**config.mk**
```make
export PLATFORM = sky130hd
export DESIGN_NAME = tlb_op_unit
export DESIGN_NICKNAME = d
export VERILOG_FILES = /design/src/rtl/tlb_op_unit_pkg.sv /design/src/rtl/tlb_op_unit_random.sv /design/src/rtl/tlb_op_unit.sv
export SDC_FILE = /design/constraint.sdc
export NUM_CORES = 1
export LEC_CHECK = 0
export ABC_AREA = 0
export BUFFER_PORTS_ARGS = -buffer_cell sky130_fd_sc_hd__buf_4
export CORE_AREA = 4 4 147 149
export CTS_BUF_LIST = sky130_fd_sc_hd__clkbuf_16
export DETAILED_ROUTE_END_ITERATION = 8
export DIE_AREA = 0 0 151 153
export GPL_TIMING_DRIVEN = 0
export PLACE_DENSITY = 0.77
export RECOVER_POWER = 25
export SYNTH_ARGS = -nofsm -noshare
export SYNTH_HDL_FRONTEND = slang
export SYNTH_SLANG_ARGS = --single-unit
```
**constraint.sdc**
```tcl
create_clock -name clk -period 3 [get_ports clk]
set_input_delay 0 -clock clk [delete_from_list [all_inputs] [get_ports clk]]
set_output_delay 0 -clock clk [all_outputs]
set_load 0.05 [all_outputs]
```
**src/rtl/tlb_op_unit_pkg.sv**
```systemverilog
// Shared CPU definitions for the TLB maintenance path: entry layout, instruction
// encoding, FSM states and array size.
package CPU_Defines;

  localparam int TLBNUM = 16;

  typedef struct packed {
    logic [18:0] vpn2;
    logic [7:0]  asid;
    logic        g;
    logic [19:0] pfn0;
    logic [2:0]  c0;
    logic        d0;
    logic        v0;
    logic [19:0] pfn1;
    logic [2:0]  c1;
    logic        d1;
    logic        v1;
  } tlb_entry_t;

  typedef enum logic [1:0] {
    TLBP  = 2'b00,
    TLBR  = 2'b01,
    TLBWI = 2'b10,
    TLBWR = 2'b11
  } tlb_op_t;

  typedef enum logic [2:0] {
    S_IDLE,
    S_PROBE,
    S_READ,
    S_WRITE,
    S_DONE
  } tlb_state_t;

endpackage

```
**src/rtl/tlb_op_unit_random.sv**
```systemverilog
// CP0 Random register: free-running down-counter over [Wired, TLBNUM-1].
module tlb_random_counter #(
  parameter int TLBNUM = 16,
  parameter int IW     = $clog2(TLBNUM)
) (
  input  logic          clk,
  input  logic          rst,
  input  logic [IW-1:0] wired,
  input  logic          wired_we,
  output logic [IW-1:0] random
);

  localparam logic [IW-1:0] RANDOM_MAX = IW'(TLBNUM - 1);

  // Reaching Wired (or 0) reloads the top, so Random never drops below Wired.
  always_ff @(posedge clk or negedge rst) begin
    if (!rst) begin
      random <= RANDOM_MAX;
    end else if (wired_we) begin
      random <= RANDOM_MAX;
    end else if (random == wired || random == '0) begin
      random <= RANDOM_MAX;
    end else begin
      random <= random - 1'b1;
    end
  end

endmodule

```
**src/rtl/tlb_op_unit.sv**
```systemverilog
// TLB maintenance sequencer (TLBP/TLBR/TLBWI/TLBWR) for the MEM stage, driving the
// write/read side of the TLB array and returning results to CP0.
module tlb_op_unit
  import CPU_Defines::*;
#(
  parameter int TLBNUM = 16,
  parameter int IW     = $clog2(TLBNUM)
) (
  input  logic          clk,
  input  logic          rst,
  input  logic          op_valid,
  input  logic [1:0]    op_type,
  output logic          op_ready,
  output logic          op_done,
  input  logic [IW-1:0] cp0_index,
  input  tlb_entry_t    cp0_entry,
  input  logic [IW-1:0] cp0_wired,
  input  logic          cp0_wired_we,
  output logic [IW-1:0] cp0_random,
  output logic [18:0]   s_vpn2,
  output logic [7:0]    s_asid,
  input  logic          s_found,
  input  logic [IW-1:0] s_index,
  output logic [IW-1:0] r_index,
  input  tlb_entry_t    r_entry,
  output logic          we,
  output logic [IW-1:0] w_index,
  output tlb_entry_t    w_entry,
  output logic          probe_we,
  output logic          probe_miss,
  output logic [IW-1:0] probe_index,
  output logic          read_we,
  output tlb_entry_t    read_entry,
  output logic          flush_req
);

  tlb_state_t    state, state_next;
  tlb_op_t       op_q;
  logic [IW-1:0] index_q;
  logic [IW-1:0] random_q;
  tlb_entry_t    entry_q;
  tlb_entry_t    read_q;
  logic          found_q;
  logic [IW-1:0] hit_idx_q;

  logic accept;
  assign accept = (state == S_IDLE) && op_valid;

  tlb_random_counter #(
    .TLBNUM(TLBNUM),
    .IW    (IW)
  ) u_random (
    .clk     (clk),
    .rst     (rst),
    .wired   (cp0_wired),
    .wired_we(cp0_wired_we),
    .random  (cp0_random)
  );

  always_ff @(posedge clk or negedge rst) begin
    if (!rst) state <= S_IDLE;
    else      state <= state_next;
  end

  // Random is captured at accept, so a coincident Wired write cannot affect TLBWR.
  always_ff @(posedge clk or negedge rst) begin
    if (!rst) begin
      op_q      <= TLBP;
      index_q   <= '0;
      random_q  <= '0;
      entry_q   <= '0;
      read_q    <= '0;
      found_q   <= 1'b0;
      hit_idx_q <= '0;
    end else begin
      if (accept) begin
        op_q     <= tlb_op_t'(op_type);
        index_q  <= cp0_index;
        random_q <= cp0_random;
        entry_q  <= cp0_entry;
      end
      if (state == S_PROBE) begin
        found_q   <= s_found;
        hit_idx_q <= s_index;
      end
      if (state == S_READ) read_q <= r_entry;
    end
  end

  // The entry's g bit already carries EntryLo0.G & EntryLo1.G as assembled by CP0.
  always_comb begin
    state_next  = state;
    op_ready    = 1'b0;
    op_done     = 1'b0;
    s_vpn2      = '0;
    s_asid      = '0;
    r_index     = '0;
    we          = 1'b0;
    w_index     = '0;
    w_entry     = '0;
    probe_we    = 1'b0;
    probe_miss  = 1'b0;
    probe_index = '0;
    read_we     = 1'b0;
    read_entry  = '0;
    flush_req   = 1'b0;
    unique case (state)
      S_IDLE: begin
        op_ready = 1'b1;
        if (op_valid) begin
          unique case (tlb_op_t'(op_type))
            TLBP:        state_next = S_PROBE;
            TLBR:        state_next = S_READ;
            TLBWI, TLBWR: state_next = S_WRITE;
            default:     state_next = S_IDLE;
          endcase
        end
      end
      S_PROBE: begin
        s_vpn2     = entry_q.vpn2;
        s_asid     = entry_q.asid;
        state_next = S_DONE;
      end
      S_READ: begin
        r_index    = index_q;
        state_next = S_DONE;
      end
      S_WRITE: begin
        we         = 1'b1;
        w_index    = (op_q == TLBWR) ? random_q : index_q;
        w_entry    = entry_q;
        state_next = S_DONE;
      end
      S_DONE: begin
        op_done    = 1'b1;
        state_next = S_IDLE;
        unique case (op_q)
          TLBP: begin
            probe_we    = 1'b1;
            probe_miss  = ~found_q;
            probe_index = found_q ? hit_idx_q : '0;
          end
          TLBR: begin
            read_we    = 1'b1;
            read_entry = read_q;
          end
          default: flush_req = 1'b1;
        endcase
      end
      default: state_next = S_IDLE;
    endcase
  end

endmodule

```
==> impl_metrics.tcl, run 1 <==
set metrics [dict create \
    min_period_ps 2710 \
    drv_cap 1 \
    yosysTopAreaCell "dfrtp_1" \
    finalClockSkew_ps 11.9 \
    synth_common_cells "188 x and2_1, 174 x dfrtp_1, 171 x mux2_2" \
    start_util 0.400 \
    fillers 1415 \
    area_growth_pct 68.0 \
    p_sw_frac 0.371 \
    htreeDepth 4 \
    grt_pass1_vias 7896 \
    cts_tree "done" \
    outcome "finished with violations" \
    rsz0062_at_grt "false" \
    drt_iter0_drc 228 \
    cts_resized 0 \
    io_buffers 380 \
    yosysSeqAreaShare 0.553 \
    clk_path_buf_depth 2 \
    die_w_um 151 \
    critPathRequiredTime_ps 3000 \
    peakVddDrop_mv 0.436 \
    syn_area_mm2 0.00806 \
    min_period_over_period 0.905 \
    rows 52 \
    totalWireLength_mm 28.4 \
    viasPerCell 4.76 \
    synthCells 627 \
    grt_pass1_wl_mm 43.5 \
    power.density_mw_per_mm2 805 \
    dr.pass1.iters 4 \
    dpl.hpwl_mm 19.0 \
    clkTransAtPathRegs_ps 70 \
    hold_ws_ps 54.0 \
    clk_latency_ps 430 \
    grt_max_degree 107 \
    wl_per_cell_um 19.1 \
    cts_made_buffers 17 \
    ioPinCount 381 \
    vias 7060 \
    p_comb_frac 0.409 \
    slew_violations 106 \
    syn_area_per_cell_um2 12.9 \
    final_util 0.671 \
    synth-edff-count 0 \
    pwr-share-seq 0.391 \
    die_h_um 153 \
    fin_tns_setup_ps 0 \
    power_uw 10900 \
    fmax_mhz 368 \
    max_slew_margin -0.660 \
    antenna_found_initial 2 \
    die-area_mm2 0.0231 \
    grtUsageTotal 0.242 \
    root_buffer "clkbuf_16" \
    ys_types 25 \
    end_kind "primary output" \
    grt_overflow 0 \
    worst_pin_slew_ps 2490 \
    failed_checks "capacitance limit, slew limit" \
    syn-num-nets 803 \
    ant_nets 0 \
    drive_gt1_frac 0.507 \
    synth_top_flop_cell "dfrtp_1" \
    core_area_mm2 0.0202 \
    setup_violations 0 \
    finalHoldViolCount 0 \
    min_path_type "primary input to register" \
    yosys.area.top_type_share 0.540 \
    drc 0 \
    cts_sinks 178 \
    synth_seq_cells 178 \
    yosys_warnings 0 \
    critical_path_class "register to primary output" \
    fin_nets 1373 \
    switchingPower_uw 4040 \
    synth_area_leaders "dfrtp_1 54%, mux2_2 24%, and2_1 15%" \
    crit_fanout 10 \
    synthArstFlopShare 1.00 \
    internal-power_uw 6860 \
    clkPwrFrac 0.200 \
    power.leakage_uw 0.00652 \
    yosysMostFrequentCell "and2_1" \
    crit_arrival_ps 2710 \
    gp_congestion 0.797 \
    cp-start-kind "register" \
]
[kinds of logic after synthesis]
kind of cell,share of synthesized area
multiplexers,0.239
adder cells (fa/ha/maj),0.00155
buffers and inverters,0.0265
AO/OA/AOI/OAI,0.00543
flip-flops,0.553
AND/OR/NAND/NOR,0.168
XOR/XNOR,0.00652
[cells in the final DEF, fill, tap and decap left out, drive strengths merged]
cell type,n
clkbuf,36
dfstp,4
o21a,1
nand3b,1
mux2,171
and3,5
and2,188
nand3,7
nor2,3
nor4,1
a21boi,1
a41oi,1
buf,402
clkinv,4
a21oi,4
xnor2,6
diode,3
bufinv,1
nand2,7
dlygate4sd3,170
or3b,1
nor3,3
ha,1
dfrtp,174
inv,13
clkinvlp,2
nor3b,3
[worst max-delay path, stage by stage (launching register included)]
cell and delay, ps:
dfrtp_1 440, nand3b_1 280, inv_1 300, clkbuf_1 470
clkbuf_1 370, and2_1 210, buf_4 210
[sequential cells by signal (all words and copies together) (netlist names)]
name / count
state: 3
hit_idx_q: 4
random_q: 4
read_q: 78
op_q: 2
entry_q: 78
u_random.random: 4
found_q: 1
index_q: 4
[stage by stage]
step	cell area, µm²	setup WS (ps)	instances
3_3_place_gp	11300	770	1277
6_report	13500	286	1483
4_1_cts	13500	226	1480
5_1_grt	13500	54.2	1483
3_5_place_dp	11300	723	1278
2_1_floorplan	8060	358	627
[final timing paths]
| path | from | end | cells after the start | slack, ps |
|---|---|---|---|---|
| min in group asynchronous | rst | entry_q[18] | 2 | 860 |
| min reg2reg | read_q[74] | read_q[74] | 1 | 500 |
| max in group asynchronous | rst | read_q[27] | 2 | 600 |
| max | state[2] | w_entry[61] | 6 | 290 |
| min | cp0_wired[1] | u_random.random[2] | 4 | 50 |
| max reg2reg | state[0] | state[0] | 6 | 830 |
[layer usage]
layer / part of all wire / vias to the layer above / global-route usage
met5: 0 / - / 0
met4: 0.029 / 0 / 0.0902
met3: 0.088 / 62 / 0.0850
met2: 0.51 / 322 / 0.423
met1: 0.37 / 3438 / 0.269
li1: - / 3238 / -
[power groups by stage]
stage | Sequential (µW) | Clock [µW] | Combinational (µW)
global route | 4410 | 2320 | 4750
floorplan | 4020 | 0 | 3100
detailed placement | 4240 | 0 | 4240
CTS | 4190 | 2230 | 4440
global placement | 4170 | 0 | 4140
finish | 4260 | 2180 | 4460
[what timing repair did]
action                    in CTS  in global routing
hold buffers                 170                  0
hold endpoints to repair     274                  0
setup buffers                  0                  0
[final cells by class]
| type | count | area, µm² | area share |
|---|---|---|---|
| buffer | 40 | 195 | 0.0144 |
| multi-input combinational | 404 | 3390 | 0.250 |
| timing repair buffer | 551 | 4580 | 0.338 |
| clock buffer | 17 | 425 | 0.0314 |
| tap | 270 | 338 | 0.0249 |
| clock inverter | 15 | 131 | 0.00970 |
| sequential | 178 | 4460 | 0.329 |
| inverter | 5 | 18.8 | 0.00139 |
| antenna | 3 | 7.51 | 0.000554 |
No activity file was read; power rests on OpenSTA's default activity.
==> run 2: changes to the inputs <==
--- a/config.mk
+++ b/config.mk
@@ -5,14 +5,14 @@
 export SDC_FILE = /design/constraint.sdc
 export NUM_CORES = 1
 export LEC_CHECK = 0
-export ABC_AREA = 0
+export ABC_AREA = 1
 export BUFFER_PORTS_ARGS = -buffer_cell sky130_fd_sc_hd__buf_4
-export CORE_AREA = 4 4 147 149
+export CORE_AREA = 4 4 146 148
 export CTS_BUF_LIST = sky130_fd_sc_hd__clkbuf_16
 export DETAILED_ROUTE_END_ITERATION = 8
-export DIE_AREA = 0 0 151 153
+export DIE_AREA = 0 0 150 152
 export GPL_TIMING_DRIVEN = 0
-export PLACE_DENSITY = 0.77
+export PLACE_DENSITY = 0.79
 export RECOVER_POWER = 25
 export SYNTH_ARGS = -nofsm -noshare
 export SYNTH_HDL_FRONTEND = slang
==> run 2 against run 1 <==
Net effect:
- the flow still finishes with violations (capacitance limit, slew limit)
- critical path depth is 2 higher
- power rose by 1.6%
- count of clock-buffer cells in the layout unchanged
==> impl_metrics.tcl, run 2 <==
set metrics [dict create \
    placed_cells 1744 \
    failed_checks "capacitance limit, slew limit" \
    grt_max_degree 95 \
    root_buffer "clkbuf_16" \
    peakVddDrop_mv 0.397 \
    die_h_um 152 \
    synth_seq_cells 178 \
    syn_area_mm2 0.00834 \
    die_w_um 150 \
    yosys_warnings 0 \
    vias 9420 \
    drv_cap 1 \
    power.density_mw_per_mm2 800 \
    min_path_type "primary input to register" \
    yosysSeqAreaShare 0.535 \
    drive_gt1_frac 0.284 \
    drc 0 \
    start_util 0.416 \
    clkTransAtPathRegs_ps 70 \
    cts_resized 0 \
    cp-start-kind "register" \
    p_sw_frac 0.433 \
    pwr-share-seq 0.362 \
    fin_nets 1843 \
    cts_setup_buffers 0 \
    wl_per_cell_um 16.3 \
    crit_arrival_ps 2620 \
    dr.pass1.iters 5 \
    grt_pass1_wl_mm 49.7 \
    internal-power_uw 6280 \
    die-area_mm2 0.0228 \
    dpl.hpwl_mm 21.4 \
    synth_common_cells "253 x nand2_1, 206 x nor2_1, 185 x inv_1" \
    end_kind "register" \
    switchingPower_uw 4800 \
    min_period_ps 2260 \
    ant_nets 0 \
    clkPwrFrac 0.193 \
    syn-num-nets 1269 \
    grt_overflow 0 \
    drt_iter0_drc 584 \
    synth-edff-count 0 \
    gp_congestion 0.906 \
    area_growth_pct 66.1 \
    finalClockSkew_ps 14.7 \
    totalWireLength_mm 31.8 \
    crit_fanout 5 \
    finalHoldViolCount 0 \
    ys_types 21 \
    slew_violations 85 \
    viasPerCell 4.83 \
    syn_area_per_cell_um2 7.63 \
    min_period_over_period 0.753 \
    core_area_mm2 0.0200 \
    grt_pass1_vias 9674 \
    top_regs "entry_q (78), read_q (78)" \
    clk_latency_ps 430 \
    synth_top_flop_cell "dfrtp_1" \
    place_ws_ps 1220 \
    p_comb_frac 0.445 \
    power.leakage_uw 0.00731 \
    antenna_found_initial 2 \
    holdBufCountCts 174 \
    final_cells 1952 \
    critPathRequiredTime_ps 3360 \
    synthArstFlopShare 1.00 \
    layout_common_cells "383 x buf_4, 253 x nand2_1, 207 x nor2_1" \
    grtUsageTotal 0.274 \
    setup_ws_ps 742 \
    final_util 0.691 \
    cts_made_buffers 17 \
    setup_violations 0 \
    fin_tns_setup_ps 0 \
    rows 52 \
    critical_path_class "register to register" \
    yosysMostFrequentCell "nand2_1" \
    power_uw 11100 \
    clk_path_buf_depth 2 \
    ioPinCount 381 \
    outcome "finished with violations" \
    yosys.area.top_type_share 0.522 \
    fmax_mhz 443 \
    mostFrequentLayoutCell "buf_4" \
    cts_tree "done" \
    fillers 1507 \
    synthCells 1093 \
    yosysTopAreaCell "dfrtp_1" \
    cts_sinks 178 \
    io_buffers 380 \
    rsz0062_at_grt "false" \
    htreeDepth 4 \
    max_slew_margin -0.435 \
    worst_pin_slew_ps 2150 \
    synth_area_leaders "dfrtp_1 52%, nand2_1 11%, nor2_1 9.3%" \
]
## run 2: power by group through the flow
stage	Sequential (µW)	Combinational [µW]	Clock [µW]
detailed placement	4030	4650	0
floorplan	3940	3220	0
global route	4140	5430	2270
finish	4020	4930	2140
global placement	3990	4520	0
CTS	4000	4860	2170
## run 2: logic make-up after synthesis
| logic type | count (synthesis) | synth area share |
|---|---|---|
| flops | 178 | 0.535 |
| compound gates | 183 | 0.114 |
| buf+inv | 249 | 0.125 |
| simple gates | 482 | 0.224 |
| fa+ha+maj | 1 | 0.00150 |
## run 2: metrics by stage
step                      hold WS [ps]  area [µm²]
after floorplan                   -296        8340
after global placement             201       11500
after detailed placement          40.5       11600
after CTS                          144       13900
after global routing               188       13900
final                              164       13900
## run 2: worst paths after layout
path                                          from                 end  slack (ps)  cells after the start
worst max-delay path            u_random.random[3]  u_random.random[3]         740                      8
worst min-delay path                      op_valid         entry_q[39]         160                      6
worst max register to register  u_random.random[3]  u_random.random[3]         740                      8
worst min register to register            state[2]            state[2]         470                      1
max in group asynchronous                      rst          index_q[1]         950                      3
min in group asynchronous                      rst          read_q[11]         720                      2
## run 2: critical path, stage by stage (launching register included)
cell           delay, ps
dfstp_2              550
inv_1                 90
nand2_1               80
nand2_1               70
nor2_1                80
dlygate4sd3_1        550
nand2_1               60
dlygate4sd3_1        600
nand3_1              110
## run 2: layout make-up
| cell class | instances | area [µm²] | share of cell area |
|---|---|---|---|
| timing repair buffer | 555 | 4620 | 0.334 |
| sequential | 178 | 4460 | 0.322 |
| multi-input combinational | 666 | 2830 | 0.204 |
| inverter | 187 | 702 | 0.0507 |
| clock buffer | 17 | 425 | 0.0307 |
| buffer | 62 | 344 | 0.0248 |
| tap | 270 | 338 | 0.0244 |
| clock inverter | 15 | 129 | 0.00930 |
| antenna | 2 | 5.00 | 0.000361 |
## run 2: layer usage
| metal | vias up | global-route usage | part of all wire | wire length, µm |
|---|---|---|---|---|
| li1 | 4421 | - | - | - |
| met1 | 4447 | 0.331 | 0.39 | 12400 |
| met2 | 427 | 0.455 | 0.49 | 15600 |
| met3 | 125 | 0.0587 | 0.065 | 2080 |
| met4 | 0 | 0.146 | 0.053 | 1680 |
| met5 | - | 0 | 0 | 0 |
==> run 3: changes to the inputs <==
--- a/config.mk
+++ b/config.mk
@@ -7,12 +7,12 @@
 export LEC_CHECK = 0
 export ABC_AREA = 1
 export BUFFER_PORTS_ARGS = -buffer_cell sky130_fd_sc_hd__buf_4
-export CORE_AREA = 4 4 146 148
+export CORE_MARGIN = 4
+export CORE_UTILIZATION = 43
 export CTS_BUF_LIST = sky130_fd_sc_hd__clkbuf_16
 export DETAILED_ROUTE_END_ITERATION = 8
-export DIE_AREA = 0 0 150 152
 export GPL_TIMING_DRIVEN = 0
-export PLACE_DENSITY = 0.79
+export PLACE_DENSITY = 0.84
 export RECOVER_POWER = 25
 export SYNTH_ARGS = -nofsm -noshare
 export SYNTH_HDL_FRONTEND = slang
==> constraint.sdc (replaced) <==
create_clock -name clk -period 1.8 [get_ports clk]
set_input_delay 0 -clock clk [delete_from_list [all_inputs] [get_ports clk]]
set_output_delay 0 -clock clk [all_outputs]
set_load 0.05 [all_outputs]
==> run 3 against run 2 <==
Net effect:
- the flow finishes with violations (setup timing)
- clock power grew 67%
- core utilization rose by 12 points
- worst hold slack better by 83 ps
- combinational power rose by 120%
- power increased by 91%
- register-to-register slack got worse by 780 ps
- largest power group unchanged
- clock skew rose by 5.8 ps
- critical path type is now register to primary output
- sequential share of layout area decreased by 3.0 points
- setup slack worse by 790 ps
- sequential cell count stayed put
- final cell count rose by 0.46%
==> impl_metrics.tcl, run 3 (synthesis results as in run 2) <==
set metrics [dict create \
    outcome "finished with violations" \
    failed_checks "setup timing" \
    drive_gt1_frac 0.381 \
    grtUsageTotal 0.324 \
    critPathBufInv 3 \
    final_area_mm2 0.0153 \
    fin_nets 1866 \
    setup_ws_ps -50.2 \
    critPathRequiredTime_ps 1800 \
    max_slew_margin 0.253 \
    finalHoldViolCount 0 \
    die-area_mm2 0.0217 \
    pwr-share-seq 0.330 \
    cp-start-kind "register" \
    totalWireLength_mm 41.7 \
    place_ws_ps -43.0 \
    clk_path_buf_depth 2 \
    placed_cell_area_mm2 0.0116 \
    critPathMaxStageDelay_ps 420 \
    crit_fanout 10 \
    gp_congestion 0.936 \
    top_regs "entry_q (78), read_q (78)" \
    drv_cap 0 \
    r2r_cells 9 \
    p_sw_frac 0.462 \
    finalClockSkew_ps 20.5 \
    internal-power_uw 11400 \
    viasPerCell 5.49 \
    path_common_cell "buf_4" \
    switchingPower_uw 9800 \
    dr.pass1.iters 7 \
    worstHoldPathCells 6 \
    min_period_ps 1850 \
    start_util 0.441 \
    die_h_um 147 \
    layout_common_cells "279 x buf_4, 250 x nand2_1, 182 x inv_1" \
    core_area_mm2 0.0189 \
    cts_tree "done" \
    drt_iter0_drc 803 \
    peakVddDrop_mv 0.879 \
    cpMaxStageDelayCell "dfrtp_2" \
    mostFrequentLayoutCell "buf_4" \
    power.density_mw_per_mm2 1380 \
    crit_arrival_ps 1850 \
    area_growth_pct 83.7 \
    grt_pass1_wl_mm 55.6 \
    io_buffers 380 \
    clkTransAtPathRegs_ps 80 \
    cts_sinks 178 \
    r2r-end "entry_q[16]" \
    reg2reg_slack_ps -40 \
    root_buffer "clkbuf_16" \
    ant_nets 0 \
    min_path_type "primary input to register" \
    power.leakage_uw 0.00764 \
    clkPwrFrac 0.169 \
    grt_overflow 0 \
    crit_family "buffers and inverters" \
    critical_path_class "register to primary output" \
    antenna_found_initial 0 \
    clk_latency_ps 430 \
    vias 10757 \
    cts_made_buffers 17 \
    min_to "entry_q[55]" \
    setup_violations 36 \
    final_cells 1961 \
    die_w_um 147 \
    grt_max_degree 104 \
    htreeDepth 4 \
    dpl.hpwl_mm 21.9 \
    rsz0062_at_grt "true" \
    p_comb_frac 0.501 \
    min_period_over_period 1.03 \
    fmax_mhz 540 \
    worst_pin_slew_ps 1120 \
    drc 0 \
    min-delay-start "op_valid" \
    grt_pass1_vias 10434 \
    slew_violations 0 \
    end_kind "primary output" \
    r2r-start "state[1]" \
    fillers 919 \
    cp_cell_sequence "buf_4 -> nand3_4 -> buf_4 -> nor2_2 -> buf_4" \
    placed_cells 1734 \
    rows 50 \
    wl_per_cell_um 21.2 \
    ioPinCount 381 \
]
## run 3: layer usage
layer  vias to the layer above  routed length (µm)  global-route usage  part of all wire
met5                         -                   0                   0                 0
met3                       278                4140              0.0774             0.099
li1                       4457                   -                   -                 -
met2                       929               20600               0.568              0.49
met4                         0                3060               0.182             0.074
met1                      5093               13900               0.361              0.33
## run 3: layout make-up
class	instances	area (µm²)	share of cell area
antenna	1	2.50	0.000163
buffer	60	543	0.0355
clock buffer	17	425	0.0278
clock inverter	12	111	0.00727
inverter	187	719	0.0470
multi-input combinational	667	3330	0.218
sequential	178	4460	0.291
tap	260	325	0.0212
timing repair buffer	579	5390	0.352
## run 3: through the flow
stage	TNS [ps]	total power (µW)	hold WS, ps	util
finish	-618	21200	247	0.810
global route	-5190	22100	232	0.810
CTS	-163	18900	140	0.758
detailed placement	-59.0	14600	11.4	0.614
global placement	-59730	14300	201	0.612
floorplan	-11.2	12000	-296	-
## run 3: tightest hold or removal path, stage by stage
cell,delay [ps]
buf_4,90
inv_1,60
nor2_4,100
buf_12,140
buf_4,200
o21ai_2,60
## run 3: worst max path at each step
stage	endpoint	slack (ps)	start	cells past startpoint
floorplan	read_we	-10	state[0]	6
global placement	read_q[28]	-360	rst	1
detailed placement	read_entry[0]	-40	state[0]	7
CTS	read_entry[0]	-50	state[0]	7
global route	read_entry[28]	-100	state[1]	5
finish	w_entry[52]	-50	state[1]	5
## run 3: what timing repair did
action / CTS / global route
hold endpoints to repair: 248 / 0
pin swaps: 2 / 6
setup buffers: 6 / 15
gates cloned: 0 / 3
hold buffers: 175 / 0
resized for setup: 123 / 278
setup endpoints to repair: 200 / 251
## run 3: power by group through the flow
stage          combinational, µW  sequential, µW  clock (µW)
3_3_place_gp                7610            6670           0
6_report                   10600            7000        3580
3_5_place_dp                7830            6760           0
4_1_cts                     8660            6720        3550
2_1_floorplan               5440            6560           0
5_1_grt                    11200            7110        3740
